## src/rtl/uart_arb_pkg.sv

```systemverilog
// uart_arb_pkg: shared FSM states, watchdog sizing and header byte layout for uart_tx_arbiter
package uart_arb_pkg;
  typedef enum logic [2:0] {IDLE, HDR, FETCH, SEND, WAIT_LO, WAIT_HI} state_t;
  localparam int HDR_ID_LSB = 0;
  function automatic int wd_w(input int t);
    return (t < 2) ? 1 : $clog2(t + 1);
  endfunction
endpackage

```

## src/rtl/uart_tx_arbiter_if.sv

```systemverilog
// uart_tx_arbiter_if: channel streams, serializer handshake and status; slave = arbiter side, master = environment side
interface uart_tx_arbiter_if #(
  parameter int NUM_CH = 4,
  parameter int DATA_W = 8
);
  localparam int IW = $clog2(NUM_CH);
  logic [NUM_CH*DATA_W-1:0] s_tdata;
  logic [NUM_CH-1:0]        s_tvalid;
  logic [NUM_CH-1:0]        s_tlast;
  logic [NUM_CH-1:0]        s_tready;
  logic [DATA_W-1:0]        m_tdata;
  logic                     m_tvalid;
  logic                     m_tready;
  logic [IW-1:0]            grant_id;
  logic                     busy;
  logic                     timeout_err;
  modport slave (
    input  s_tdata, s_tvalid, s_tlast, m_tready,
    output s_tready, m_tdata, m_tvalid, grant_id, busy, timeout_err
  );
  modport master (
    output s_tdata, s_tvalid, s_tlast, m_tready,
    input  s_tready, m_tdata, m_tvalid, grant_id, busy, timeout_err
  );
endinterface

```

## src/rtl/uart_tx_arbiter_rr_pick.sv

```systemverilog
// rr_pick: combinational round-robin selector; i_req requests, i_ptr last winner, o_idx next winner, o_any any request
module rr_pick #(
  parameter int NUM_CH = 4,
  parameter int IW = $clog2(NUM_CH)
) (
  input  logic [NUM_CH-1:0] i_req,
  input  logic [IW-1:0]     i_ptr,
  output logic [IW-1:0]     o_idx,
  output logic              o_any
);
  logic [IW-1:0] w_c;
  // scan from farthest to nearest so the channel closest after i_ptr is the last one written
  always_comb begin
    o_idx = '0;
    o_any = 1'b0;
    w_c = '0;
    for (int k = NUM_CH; k >= 1; k--) begin
      w_c = IW'((int'(i_ptr) + k) % NUM_CH);
      if (i_req[w_c]) begin
        o_idx = w_c;
        o_any = 1'b1;
      end
    end
  end
endmodule

```

## src/rtl/uart_tx_arbiter.sv

```systemverilog
// uart_tx_arbiter: round-robin packet arbiter sharing one UART TX among NUM_CH byte streams
// Ports: clk, rst (async, active-high), bus (uart_tx_arbiter_if.slave: s_t* channel streams,
// m_t* serializer handshake, grant_id, busy, timeout_err). Macro UART_ARB_HDR_EN adds a grant_id header byte per packet.
module uart_tx_arbiter
  import uart_arb_pkg::*;
#(
  parameter int NUM_CH  = 4,
  parameter int DATA_W  = 8,
  parameter int TIMEOUT = 65535
) (
  input logic clk,
  input logic rst,
  uart_tx_arbiter_if.slave bus
);
  localparam int IW = $clog2(NUM_CH);
  localparam int WW = wd_w(TIMEOUT);
  localparam state_t ST_FIRST =
`ifdef UART_ARB_HDR_EN
    HDR;
`else
    FETCH;
`endif
  state_t r_state, w_next;
  logic [IW-1:0] r_gnt, r_ptr, w_pick;
  logic [DATA_W-1:0] r_data;
  logic [DATA_W-1:0] w_bytes [NUM_CH];
  logic [NUM_CH-1:0] w_rdy;
  logic [WW-1:0] r_wd;
  logic r_last, r_to, w_any, w_v, w_exp, w_offer;
  for (genvar i = 0; i < NUM_CH; i++) begin : g_byte
    assign w_bytes[i] = bus.s_tdata[i*DATA_W +: DATA_W];
  end
  rr_pick #(.NUM_CH(NUM_CH)) u_pick (
    .i_req(bus.s_tvalid),
    .i_ptr(r_ptr),
    .o_idx(w_pick),
    .o_any(w_any)
  );
  assign w_v = bus.s_tvalid[r_gnt];
  assign w_exp = (TIMEOUT != 0) && r_state == FETCH && !w_v && r_wd == WW'(TIMEOUT - 1);
`ifdef UART_ARB_HDR_EN
  assign w_offer = r_state == SEND || r_state == HDR;
`else
  assign w_offer = r_state == SEND;
`endif
  always_ff @(posedge clk or posedge rst)
    if (rst) r_state <= IDLE;
    else r_state <= w_next;
  always_comb begin
    w_next = r_state;
    w_rdy = '0;
    case (r_state)
      IDLE: w_next = w_any ? ST_FIRST : IDLE;
`ifdef UART_ARB_HDR_EN
      HDR, SEND: w_next = bus.m_tready ? WAIT_LO : r_state;
`else
      SEND: w_next = bus.m_tready ? WAIT_LO : SEND;
`endif
      FETCH: begin
        w_rdy[r_gnt] = w_v;
        w_next = w_v ? SEND : w_exp ? IDLE : FETCH;
      end
      WAIT_LO: w_next = bus.m_tready ? WAIT_LO : WAIT_HI;
      WAIT_HI: w_next = !bus.m_tready ? WAIT_HI : r_last ? IDLE : FETCH;
      default: w_next = IDLE;
    endcase
  end
  // rr_ptr tracks the last grant, so a watchdog release already advances the search past the stalled channel
  always_ff @(posedge clk or posedge rst)
    if (rst) begin
      r_gnt <= '0;
      r_ptr <= IW'(NUM_CH - 1);
      r_data <= '0;
      r_last <= 1'b0;
      r_wd <= '0;
      r_to <= 1'b0;
    end else begin
      r_to <= w_exp;
      r_wd <= (r_state == FETCH && !w_v && !w_exp) ? r_wd + 1'b1 : '0;
      if (r_state == IDLE && w_any) begin
        r_gnt <= w_pick;
        r_ptr <= w_pick;
        r_last <= 1'b0;
`ifdef UART_ARB_HDR_EN
        r_data <= DATA_W'(w_pick) << HDR_ID_LSB;
`endif
      end
      if (r_state == FETCH && w_v) begin
        r_data <= w_bytes[r_gnt];
        r_last <= bus.s_tlast[r_gnt];
      end
    end
  assign bus.s_tready = w_rdy;
  assign bus.m_tvalid = w_offer;
  assign bus.m_tdata = r_data;
  assign bus.grant_id = r_gnt;
  assign bus.busy = r_state != IDLE;
  assign bus.timeout_err = r_to;
endmodule
```

## src/flat_wrapper.sv

```systemverilog
// flat-port wrapper written by rule: the top's interface ports become plain ports
module uart_tx_arbiter_flat import uart_arb_pkg::*;
#(
  parameter int NUM_CH  = 4,
  parameter int DATA_W  = 8,
  parameter int TIMEOUT = 65535
)
  (clk, rst, bus_s_tdata, bus_s_tvalid, bus_s_tlast, bus_m_tready, bus_s_tready, bus_m_tdata, bus_m_tvalid, bus_grant_id, bus_busy, bus_timeout_err);
  uart_tx_arbiter_if #(.NUM_CH(NUM_CH), .DATA_W(DATA_W)) bus_i ();
  input logic clk;
  input logic rst;
  input wire logic [$bits(bus_i.s_tdata)-1:0] bus_s_tdata;
  input wire logic [$bits(bus_i.s_tvalid)-1:0] bus_s_tvalid;
  input wire logic [$bits(bus_i.s_tlast)-1:0] bus_s_tlast;
  input wire logic [$bits(bus_i.m_tready)-1:0] bus_m_tready;
  output wire logic [$bits(bus_i.s_tready)-1:0] bus_s_tready;
  output wire logic [$bits(bus_i.m_tdata)-1:0] bus_m_tdata;
  output wire logic [$bits(bus_i.m_tvalid)-1:0] bus_m_tvalid;
  output wire logic [$bits(bus_i.grant_id)-1:0] bus_grant_id;
  output wire logic [$bits(bus_i.busy)-1:0] bus_busy;
  output wire logic [$bits(bus_i.timeout_err)-1:0] bus_timeout_err;
  assign bus_i.s_tdata = bus_s_tdata;
  assign bus_i.s_tvalid = bus_s_tvalid;
  assign bus_i.s_tlast = bus_s_tlast;
  assign bus_i.m_tready = bus_m_tready;
  assign bus_s_tready = bus_i.s_tready;
  assign bus_m_tdata = bus_i.m_tdata;
  assign bus_m_tvalid = bus_i.m_tvalid;
  assign bus_grant_id = bus_i.grant_id;
  assign bus_busy = bus_i.busy;
  assign bus_timeout_err = bus_i.timeout_err;
  uart_tx_arbiter #(.NUM_CH(NUM_CH), .DATA_W(DATA_W), .TIMEOUT(TIMEOUT)) u_core (.clk(clk), .rst(rst), .bus(bus_i));
endmodule
```

## config.mk

```make
export PLATFORM = sky130hd
export DESIGN_NAME = uart_tx_arbiter_flat
export DESIGN_NICKNAME = d
export VERILOG_FILES = /design/src/rtl/uart_arb_pkg.sv /design/src/rtl/uart_tx_arbiter_if.sv /design/src/rtl/uart_tx_arbiter_rr_pick.sv /design/src/rtl/uart_tx_arbiter.sv /design/src/flat_wrapper.sv
export SDC_FILE = /design/constraint.sdc
export NUM_CORES = 1
export LEC_CHECK = 0
export CAP_MARGIN = 10
export CELL_PAD_IN_SITES_DETAIL_PLACEMENT = 2
export CELL_PAD_IN_SITES_GLOBAL_PLACEMENT = 2
export CORE_UTILIZATION = 26
export DETAILED_ROUTE_END_ITERATION = 10
export GPL_ROUTABILITY_DRIVEN = 0
export PLACE_DENSITY_LB_ADDON = 0.1
export SETUP_SLACK_MARGIN = 0.4
export SYNTH_ARGS = -nofsm -noshare
export SYNTH_HDL_FRONTEND = slang
export SYNTH_SLANG_ARGS = --single-unit
```

## constraint.sdc

```tcl
create_clock -name clk -period 1.6 [get_ports clk]
set_input_delay 0.24 -clock clk [delete_from_list [all_inputs] [get_ports clk]]
set_output_delay 0.24 -clock clk [all_outputs]
set_load 0.01 [all_outputs]
```

# [After elaboration in Yosys (flattened, before gate mapping)]
# Cells that the tools add are included.
[classes] n_eq_ne=5 muxes=37 n_reduce_logical=11 magnitude_cmp=7 bitwise=2 n_addsub=5
[op_table] operator="16-bit by 1-bit adder with 16-bit output, second input constant" count=1
[op_table] operator="8-bit binary-select mux with 2-bit select" count=1
[op_table] operator="16-bit == test, second input constant" count=1
[op_table] operator="16-bit two-way mux" count=1
[op_table] operator="8-bit two-way mux" count=2
[op_table] operator="2-bit by 3-bit less-than comparator with 1-bit output, second input constant" count=5
[op_table] operator="3-bit case mux with 5 select lines" count=1
[op_table] operator="1-bit two-way mux" count=14
[op_table] operator="2-bit two-way mux" count=7
[op_table] operator="1-bit binary-select mux with 2-bit select" count=6
[op_table] operator="3-bit two-way mux" count=3
[op_table] operator="3-bit by 2-bit == test with 1-bit output, second input constant" count=2
[op_table] operator="3-bit == test, second input constant" count=2
[op_table] operator="1-bit logical AND" count=6
[op_table] operator="2-bit by 1-bit adder with 2-bit output, second input constant" count=2
[op_table] operator="2-bit adder, second input constant" count=2
[op_table] operator="4-bit bitwise AND" count=1
[op_table] operator="4-bit two-way mux" count=1
[op_table] operator="3-bit >= comparator, second input constant" count=1
[op_table] operator="3-bit zero test" count=1
[op_table] operator="2-bit inverter with 3-bit output" count=1
[op_table] operator="3-bit nonzero test" count=1
[op_table] operator="1-bit demux with 2-bit select" count=1
[op_table] operator="2-bit by 1-bit >= comparator with 1-bit output, second input constant" count=1
[op_table] operator="2 further kinds" count=3
[word_totals] out_inout_bits=17 word_cells=74 reg_bits=33

# [Longest topological paths before layout]
# Gate-level depths: netlist of run 1.
[logic_depth] word_depth=10 ltp_mapped=7

# [Modules after synthesis]
# A second synthesis of run 1 with hierarchy kept.
[hier_totals] cells_unflattened=172 hier_area_um2=1953.1
[modules_own_cells] module="uart_tx_arbiter" area_each_um2=1861.8 instances=1 cells_per_inst=158 seq_area_each_um2=828.3
[modules_own_cells] module="rr_pick" area_each_um2=91.3 instances=1 cells_per_inst=14 seq_area_each_um2=0.0

# [Least setup slack after synthesis of run 1]
# Ideal clock, no wire load.
[synth_path] path_type="register -> register" from="register u_core.r_gnt[0], in the netlist u_core.bus.grant_id[0]" to="register u_core.r_data[0], in the netlist u_core.bus.m_tdata[0]" path_buffers=2 arrival_time_ps=1634 slack_ps=-159 path_stages_with_launch=6 period_less_slack_ps=1759 setup_ps=125 required_ps=1475 path_cell_list="dfrtp_1 > buf_6 > mux4_2 > nand2_4 > buf_6 > mux2_2"
[synth_via] elab_chain_cells=4 word_cells_on_any_way=7 classes_between="mux: 5; bitwise: 1; reduce/logical: 1"
[synth_lines] item="start, declared" line="uart_tx_arbiter.sv:24" text="logic [IW-1:0] r_gnt, r_ptr, w_pick;"
[synth_lines] item="start signal, assigned" line="uart_tx_arbiter.sv:81" text="r_gnt <= w_pick;"
[synth_lines] item="2-bit inverter with 3-bit output (implied by the code)" line="uart_tx_arbiter.sv:89" text="r_data <= w_bytes[r_gnt];"
[synth_lines] item="8-bit binary-select mux with 2-bit select" line="uart_tx_arbiter.sv:89"
[synth_lines] item="8-bit two-way mux (implied by the code) (2 in series)" line="uart_tx_arbiter.sv:89"
[synth_lines] item="end signal, assigned" line="uart_tx_arbiter.sv:89"
[synth_lines] item="end, declared" line="uart_tx_arbiter.sv:25" text="logic [DATA_W-1:0] r_data;"
# Parallel ways exist; a longest one is shown, timed or not. The select of a mux whose other input is x is not followed.
# A chain may end at the register's enable or synchronous reset.

# [Worst setup path in the final report of run 1]
[layout_path] from="register u_core.r_gnt[0], in the netlist u_core.bus.grant_id[0]" to="output port bus_s_tready[1]"
[layout_via] elab_chain_cells=6 word_cells_on_any_way=9 classes_between="order compare: 2; mux: 5; bitwise: 1; reduce/logical: 1"
[layout_lines] item="2-bit by 3-bit less-than comparator with 1-bit output (implied by the code) / 2-bit by 1-bit >= comparator with 1-bit output (equally long branches)" line="uart_tx_arbiter.sv:60" text="w_rdy[r_gnt] = w_v;"
[layout_lines] item="1-bit logical AND (implied by the code)" line="uart_tx_arbiter.sv:60"
[layout_lines] item="1-bit two-way mux (implied by the code)" line="uart_tx_arbiter.sv:60"
[layout_lines] item="1-bit demux with 2-bit select"
[layout_lines] item="4-bit bitwise AND (no line) (*)"
[layout_lines] item="4-bit two-way mux (*)" line="uart_tx_arbiter.sv:52" text="case (r_state)"
[layout_lines] item="end, declared" line="flat_wrapper.sv:16" text="output wire logic [$bits(bus_i.s_tready)-1:0] bus_s_tready;"
# Mark *: on every way between the ends. The rest lies on a longest branch, timed or not. The select of a mux whose other input is x is not followed.

==> reports/qor.yml, run 1 <==
grt_pass1_vias: 2061
clkSlewWorstSetupHoldPaths_ps: 80
final.period_utilization_pct: 110
fmax_mhz: 569
critPathRequiredTime_ps: 1360
clk_latency_ps: 290
p_total_mw: 4.89
violations: "setup timing"
drive_gt1_share_pct: 44.5
nets: 325
placedCellCount: 352
setup_viol: 32
numCtsBuffers: 5
diodes: 0
syn_nets: 219
fin_skew_ps: 8.66
ir_worst_vdd_uv: 568
crit_slowest_cell: "mux4_2"
period_minus_slack_ps: 1760
post-dp-hpwl_um: 4580
critPathMaxFanout: 4
synth_top_area_share_pct: 39.7
final-seq-area_um2: 830
root_buffer: "clkbuf_8"
wl_per_cell_um: 17.3
ys_ff_latch: 33
grt_use_total_pct: 17.3
slew-limit-headroom_pct: 77.3
worstPathCellList: "mux4_2 > nand2_4 > nor3b_1 > buf_2"
drc_errors: 0
dieArea_mm2: 0.00787
ant_nets: 0
antenna_found_initial: 0
overflow: 0
grt_max_degree: 16
finalHoldViolations: 0
max_slew.worst_pin.slew_ps: 337
htreeDepth: 2
synthCells: 174
cpPeakStageDelay_ps: 550
min_path_type: "primary input to async pin"
synth_commonest_cells: "dfrtp_1 (31), nor2_1 (21), xnor2_1 (11)"
ys_warn_count: 0
pin_count: 60
netlist_area_mm2: 0.00195
utilization_pct: 45.4
first_iter_violations: 26
hold_ws_ps: 207
synthMostInstantiatedCell: "dfrtp_1"
grt_pass1_wl_um: 10300
cts_tree: "yes"
critPathLaunchType: "register"
rows: 31
cellLeakagePower_nw: 1.35
path_class: "register to primary output"
synth.largest_area_cell: "dfrtp_1"
die_height_um: 88.7
instances_no_fill: 380
start_util_pct: 26.9
seq_area_frac_synth_pct: 42.4
drt_first_pass_iters: 4
dieWidth_um: 88.7
outcome: "finished, violations left"
fillers: 732
core_area_mm2: 0.00725
synth_ff_type: "dfrtp_1"
synth_enable_flop_cells: 0
arrival_ps: 1520
clockBufferDepth: 2
cts_num_sinks: 33
ys_types: 45
powerDensity_mw_per_mm2: 1480
rsz0062_at_grt: "yes"
cp_top_family: "multiplexers"
num_vias: 1840
synthTopCellsByArea: "dfrtp_1 (40%), mux4_2 (12%), xnor2_1 (4.9%)"
syn_avg_cell_area_um2: 11.2
area_growth_pct: 68.5
drv_slew: 0
io_buffer_count: 59
path_buf_inv: 1
routed_wl_um: 6570
synthArstFlopShare_pct: 100
worst_setup_path_end_kind: "primary output"
vias_per_cell: 4.84
multiInputGateArea_mm2: 0.00122
dp_slack_ps: -514
fin_ws_ps: -159
maxCapViolations: 0
-- cell usage in the layout, fill, tap and decap left out, types with 4 or more instances in the layout --
cell and count:
buf_6 13, nor4_1 4, clkdlybuf4s15_1 9, clkdlybuf4s50_1 40
clkbuf_8 5, mux2_2 4, buf_4 30, nor3_1 4
buf_2 6, mux4_2 10, inv_1 6, dfrtp_1 30
mux2_4 4, buf_12 4, nor2_2 16, nor2_1 4
xnor2_1 11, nand2_1 8, nand3_1 6
-- metrics by stage --
stage	setup TNS (ps)	cell area [µm²]
2_1_floorplan	-1150	1990
3_3_place_gp	-8530	2840
3_5_place_dp	-10760	2840
4_1_cts	-3190	3170
5_1_grt	-4230	3290
6_report	-1970	3290
-- power by group --
| part | internal (mW) | switching, mW |
|---|---|---|
| registers | 1.08 | 0.180 |
| logic | 1.71 | 1.29 |
| clock network | 0.300 | 0.328 |
-- routing by layer --
layer  up-vias  GRT usage (%)  part of all wire (%)  routed length, µm
li1        851              -                     -                  -
met1       931           19.9                    40               2620
met2        46           32.0                    54               3560
met3        12           4.10                   3.8                251
met4         0           4.69                   2.1                141
met5         -              0                     0                  0
-- logic make-up (layout without fill, tap and decap cells) --
group	count (synthesis)	count (layout)	synth area share, %
compound gates	19	19	6.34
buf+inv	15	121	4.48
simple gates	73	74	23.1
xor+xnor	14	14	6.27
flops	33	33	42.4
mux	18	18	16.1
fa+ha+maj	2	2	1.28
-- flip-flops by register name, indices dropped and copies added (netlist names) --
name and flops:
u_core.r_last 1, u_core.bus.m_tdata 8, u_core.r_state 3, u_core.bus.timeout_err 1
u_core.bus.grant_id 2, u_core.r_wd 16, u_core.r_ptr 2
-- worst paths after layout --
kind                                     endpoint                   start  cells past startpoint  slack, ps
max in group asynchronous          u_core.r_wd[8]                     rst                      3        860
min reg2reg                 u_core.bus.m_tdata[3]   u_core.bus.m_tdata[3]                      1        510
max reg2reg                 u_core.bus.m_tdata[4]  u_core.bus.grant_id[0]                      5       -160
min in group clk            u_core.bus.m_tdata[3]   u_core.bus.m_tdata[3]                      1        510
min                        u_core.bus.timeout_err                     rst                      2        210
max                               bus_s_tready[1]  u_core.bus.grant_id[0]                      4       -160
-- timing repair --
action / in CTS / in global routing
pin swaps: 9 / 7
setup buffers: 14 / 5
hold buffers: 0 / 0
setup endpoints to repair: 49 / 44
resized for setup: 83 / 32
endpoints found under the hold margin: 0 / 0
cloned: 1 / 0
-- cell type report --
class	count	share of cell area [%]
clock buffers	5	2.09
clock inverters	3	0.532
inverters	8	0.912
multi-input cells	127	37.0
flip-flops and latches	33	25.2
well taps	99	3.76
repair buffers	105	30.5
Note: power is estimated with default switching activity, not from simulation.
==> inputs of run 2 (changes only) <==
--- a/config.mk
+++ b/config.mk
@@ -8,11 +8,12 @@
 export CAP_MARGIN = 10
 export CELL_PAD_IN_SITES_DETAIL_PLACEMENT = 2
 export CELL_PAD_IN_SITES_GLOBAL_PLACEMENT = 2
-export CORE_UTILIZATION = 26
+export CORE_UTILIZATION = 35
 export DETAILED_ROUTE_END_ITERATION = 10
+export DONT_BUFFER_PORTS = 1
 export GPL_ROUTABILITY_DRIVEN = 0
 export PLACE_DENSITY_LB_ADDON = 0.1
-export SETUP_SLACK_MARGIN = 0.4
+export SETUP_SLACK_MARGIN = 0.2
 export SYNTH_ARGS = -nofsm -noshare
 export SYNTH_HDL_FRONTEND = slang
 export SYNTH_SLANG_ARGS = --single-unit
==> run 2 against run 1 <==
The flow still finishes with violations (setup timing); sequential share of layout area increased by 6.0 points; register-to-register slack lost 40 ps; combinational power is 15% lower; maximum frequency is 2.5% lower; largest cell class unchanged; clock power increased by 33%; clock skew decreased by 3.1 ps.
==> reports/qor.yml, run 2 (synthesis gave the netlist of run 1 again) <==
overflow: 0
dieArea_mm2: 0.00589
layout_commonest_cell: "buf_4"
core_area_mm2: 0.00524
outcome: "finished, violations left"
dpl_cell_area_mm2: 0.00218
period_minus_slack_ps: 1800
critPathLaunchType: "register"
power.switching_mw: 1.78
first_iter_violations: 65
path_buf_inv: 1
worst_setup_path_end_kind: "primary output"
root_buffer: "clkbuf_8"
power_frac_clock_pct: 17.7
utilization_pct: 50.9
cellLeakagePower_nw: 1.07
arrival_ps: 1560
antenna_found_initial: 0
fin_area_mm2: 0.00267
finalHoldViolations: 0
max_slew.worst_pin.slew_ps: 575
wl_per_cell_um: 22.0
r2r_start: "u_core.bus.grant_id[0]"
violations: "setup timing"
startpoint: "u_core.bus.grant_id[0]"
drv_slew: 0
worstPathCellList: "mux4_2 > nand2_8 > nor3b_2 > buf_4"
critPathMaxFanout: 4
combPwrFrac_pct: 53.9
fillers: 513
routed_wl_um: 6330
path_class: "register to primary output"
pin_count: 60
crit_slowest_cell: "mux4_2"
fin_ws_ps: -204
rsz0062_at_grt: "yes"
cts_num_sinks: 33
nets: 261
slew-limit-headroom_pct: 61.6
die_height_um: 76.7
clk_latency_ps: 290
largest_reg_flops: 16
maxCapViolations: 0
grt_use_total_pct: 21.2
fmax_mhz: 554
placedCellCount: 260
p_total_mw: 4.73
reg2reg_slack_ps: -200
numCtsBuffers: 5
cp_top_family: "multiplexers"
grt_pass1_wl_um: 9500
ir_worst_vdd_uv: 688
fin_skew_ps: 5.56
min_path_type: "primary input to register"
htreeDepth: 2
drc_errors: 0
worstHoldStart: "bus_m_tready"
top_register: "u_core.r_wd"
instances_no_fill: 287
num_vias: 1639
clockBufferDepth: 2
cpPeakStageDelay_ps: 600
dieWidth_um: 76.7
final.period_utilization_pct: 113
internal_power_mw: 2.95
grt_pass1_vias: 1759
drive_gt1_share_pct: 48.8
final-seq-area_um2: 832
seqPwrFrac_pct: 28.4
rows: 26
grt_max_degree: 22
ant_nets: 0
io_buffer_count: 0
area_growth_pct: 36.5
post-dp-hpwl_um: 4050
powerDensity_mw_per_mm2: 1770
diodes: 0
critPathRequiredTime_ps: 1360
vias_per_cell: 5.71
p_sw_share_pct: 37.6
hold_ws_ps: 78.5
clkSlewWorstSetupHoldPaths_ps: 70
setup_viol: 32
drt_first_pass_iters: 4
cts_tree: "yes"
start_util_pct: 37.3
multiInputGateArea_mm2: 0.00123
final_cell_mix: "buf_4 (31), dfrtp_1 (28), xnor2_1 (11)"
[run 2: cell types whose count changed in the layout (fill, tap and decap cells not counted), moves of 4 or more]
cell | previous run | this run
buf_2 | 6 | 0
buf_6 | 13 | 6
clkdlybuf4s15_1 | 9 | 0
clkdlybuf4s50_1 | 40 | 0
nor2_1 | 4 | 8
nor2_2 | 16 | 7
nor2_4 | 1 | 6
[run 2: path summary, 6_finish.rpt]
path / cells past startpoint / endpoint
setup / recovery: 4 / bus_s_tready[2]
hold / removal: 1 / u_core.r_state[0]
setup reg to reg: 5 / u_core.bus.m_tdata[4]
hold reg to reg: 2 / u_core.r_last
max in group asynchronous: 3 / u_core.r_state[2]
min in group asynchronous: 2 / u_core.bus.m_tdata[2]
[run 2: per-layer routing]
layer  vias to the layer above  wire (µm)  global-route usage (%)
met2                        52       3410                    38.2
met4                         0        110                    7.12
met5                         -          0                       0
met3                         8        240                    4.64
li1                        728          -                       -
met1                       851       2560                    24.6
[run 2: through the flow]
stage	TNS, ps	worst slack, ps
2_1_floorplan	-1150	-154
4_1_cts	-2770	-197
3_3_place_gp	0	46.7
6_report	-4510	-204
5_1_grt	-6810	-271
3_5_place_dp	-117	-30.6
[run 2: cell type report]
| cell class | instances | share of cell area, % |
|---|---|---|
| multi-input cells | 127 | 46.1 |
| flip-flops and latches | 33 | 31.2 |
| repair buffers | 41 | 13.9 |
| well taps | 70 | 3.28 |
| clock buffers | 7 | 3.24 |
| inverters | 8 | 1.22 |
| clock inverters | 1 | 1.13 |
[run 2: timing repair]
| item | CTS | global route |
|---|---|---|
| pin swaps | 5 | 2 |
| cloned | 1 | 1 |
| buffers inserted | 12 | 4 |
| resized for setup | 26 | 28 |
| endpoints found under the hold margin | 10 | 0 |
| endpoints found under the setup margin | 38 | 39 |
| hold buffers | 1 | 0 |
[run 2: worst register-to-register path, cell delays in order (launching register included)]
cell     delay [ps]
dfrtp_1         360
mux4_2          600
nand2_8         120
buf_4           140
buf_8           110
mux2_2          350
[run 2: power by group through the flow]
stage | logic, mW | clock network (mW) | registers [mW]
finish | 2.55 | 0.838 | 1.34
global route | 2.71 | 0.885 | 1.36
CTS | 2.20 | 0.853 | 1.32
floorplan | 1.27 | 0 | 1.33
detailed placement | 1.67 | 0 | 1.35
global placement | 1.59 | 0 | 1.33
==> inputs of run 3 (changes only) <==
--- a/config.mk
+++ b/config.mk
@@ -5,10 +5,11 @@
 export SDC_FILE = /design/constraint.sdc
 export NUM_CORES = 1
 export LEC_CHECK = 0
+export ABC_CLOCK_PERIOD_IN_PS = 2100
 export CAP_MARGIN = 10
 export CELL_PAD_IN_SITES_DETAIL_PLACEMENT = 2
 export CELL_PAD_IN_SITES_GLOBAL_PLACEMENT = 2
-export CORE_UTILIZATION = 35
+export CORE_UTILIZATION = 42
 export DETAILED_ROUTE_END_ITERATION = 10
 export DONT_BUFFER_PORTS = 1
 export GPL_ROUTABILITY_DRIVEN = 0
==> constraint.sdc (replaced) <==
create_clock -name clk -period 2.1 [get_ports clk]
set_input_delay 0.315 -clock clk [delete_from_list [all_inputs] [get_ports clk]]
set_output_delay 0.315 -clock clk [all_outputs]
set_load 0.01 [all_outputs]
==> run 3 against run 2 <==
Utilization decreased by 1.6 points; setup slack improved by 430 ps; clock skew increased by 3.3 ps; register-to-register slack improved by 500 ps; power decreased by 41%; critical path type unchanged; flip-flop and latch count unchanged; routed wire length decreased by 19%; the flow finishes with violations (hold timing).
==> reports/qor.yml, run 3 (synthesis gave the netlist of run 1 again) <==
overflow: 0
cts_num_sinks: 33
htreeDepth: 2
pin_count: 60
slew-limit-headroom_pct: 51.8
cellLeakagePower_nw: 0.861
critPathLaunchType: "register"
rows: 24
critPathMaxFanout: 4
outcome: "finished, violations left"
diodes: 0
setup_viol: 0
fin_skew_ps: 8.83
worst_setup_path_end_kind: "primary output"
root_buffer: "clkbuf_8"
clk_latency_ps: 300
wl_per_cell_um: 21.3
cts-hold-fix-buffers: 0
grt_pass1_wl_um: 8540
cts_tree: "yes"
first_iter_violations: 56
final.period_utilization_pct: 89.2
io_buffer_count: 0
max_slew.worst_pin.slew_ps: 716
rsz0062_at_grt: "yes"
r2r_cells: 5
violations: "hold timing"
dieArea_mm2: 0.00493
period_minus_slack_ps: 1870
worstPathCellList: "mux4_2 > nand2_8 > nor3b_2 > buf_4"
fillers: 456
post-dp-hpwl_um: 3660
path_buf_inv: 1
arrival_ps: 1560
rr_endpoint: "u_core.r_wd[15]"
final_cell_mix: "dfrtp_1 (28), nor2_1 (21), xnor2_1 (11), buf_4 (11), mux4_2 (10)"
maxCapViolations: 0
vias_per_cell: 6.10
cp_top_family: "multiplexers"
dp_slack_ps: 360
num_vias: 1459
final-seq-area_um2: 832
drv_slew: 0
fmax_mhz: 534
min_path_type: "primary input to async pin"
clkSlewWorstSetupHoldPaths_ps: 70
powerDensity_mw_per_mm2: 1290
numCtsBuffers: 5
r2r_start: "u_core.bus.grant_id[0]"
area_growth_pct: 11.5
fin_setup_tns_ps: 0
nets: 231
routed_wl_um: 5100
grt_use_total_pct: 23.2
start_util_pct: 44.3
grt_pass1_vias: 1664
layout_commonest_cell: "dfrtp_1"
fin_ws_ps: 226
drt_first_pass_iters: 3
drc_errors: 0
dieWidth_um: 70.2
core_area_mm2: 0.00441
grt_max_degree: 34
crit_slowest_cell: "mux4_2"
multiInputGateArea_mm2: 0.00106
hold_ws_ps: -0.470
ir_worst_vdd_uv: 609
top_register: "u_core.r_wd"
ant_nets: 0
reg2reg_slack_ps: 300
largest_reg_flops: 16
path_class: "register to primary output"
drive_gt1_share_pct: 28.3
cpPeakStageDelay_ps: 590
die_height_um: 70.2
antenna_found_initial: 0
clockBufferDepth: 2
finalHoldViolations: 1
critPathRequiredTime_ps: 1780
[run 3: cell types whose count changed in the layout (fill, tap and decap cells not counted), sizes merged]
cell	previous run	this run
buf	39	12
bufinv	1	0
clkbuf	8	7
clkinv	0	1
dlygate4sd3	1	0
nand3b	5	4
[run 3: layout make-up]
class                           instances  area share (%)
Clock buffer                            7            4.42
Inverter                                8            1.38
Tap cell                               52            2.99
Sequential cell                        33            38.2
Clock inverter                          1           0.230
Timing Repair Buffer                   12            4.31
Multi-Input combinational cell        126            48.5
[run 3: how the worst max path moves through the flow]
stage / from / end / slack, ps / cells past startpoint
3_5_place_dp: u_core.r_ptr[1] / u_core.r_ptr[0] / 360 / 3
2_1_floorplan: u_core.bus.grant_id[0] / bus_s_tready[2] / 300 / 5
6_report: u_core.bus.grant_id[0] / bus_s_tready[2] / 230 / 4
3_3_place_gp: u_core.r_ptr[1] / u_core.r_ptr[0] / 450 / 4
4_1_cts: u_core.bus.grant_id[0] / bus_s_tready[1] / 200 / 4
5_1_grt: u_core.bus.grant_id[0] / bus_s_tready[2] / 180 / 4
[run 3: report_power, final]
| part | internal, mW | switching (mW) |
|---|---|---|
| registers | 0.825 | 0.230 |
| logic | 0.610 | 0.598 |
| clock network | 0.296 | 0.251 |
| total | 1.73 | 1.08 |
[run 3: through the flow]
step | instance area (µm²) | instances | util, % | power, mW
CTS | 2140 | 236 | 48.5 | 2.76
floorplan | 1950 | 174 | - | 1.91
global placement | 2010 | 225 | 45.5 | 2.05
finish | 2180 | 239 | 49.4 | 2.81
global route | 2180 | 239 | 49.4 | 2.99
detailed placement | 2010 | 225 | 45.5 | 2.13
[run 3: metal layers]
metal	GRT usage, %	up-vias	share of wire [%]
li1	-	665	-
met1	25.9	735	39
met2	41.2	48	54
met3	7.07	11	4.8
met4	8.44	0	2.3
met5	0	-	0
[run 3: what timing repair did]
action / CTS / global route
buffers inserted: 3 / 3
cloned: 0 / 0
gates resized for setup: 3 / 4
pin swaps: 2 / 4
hold endpoints to repair: 0 / 0
endpoints found under the setup margin: 3 / 4
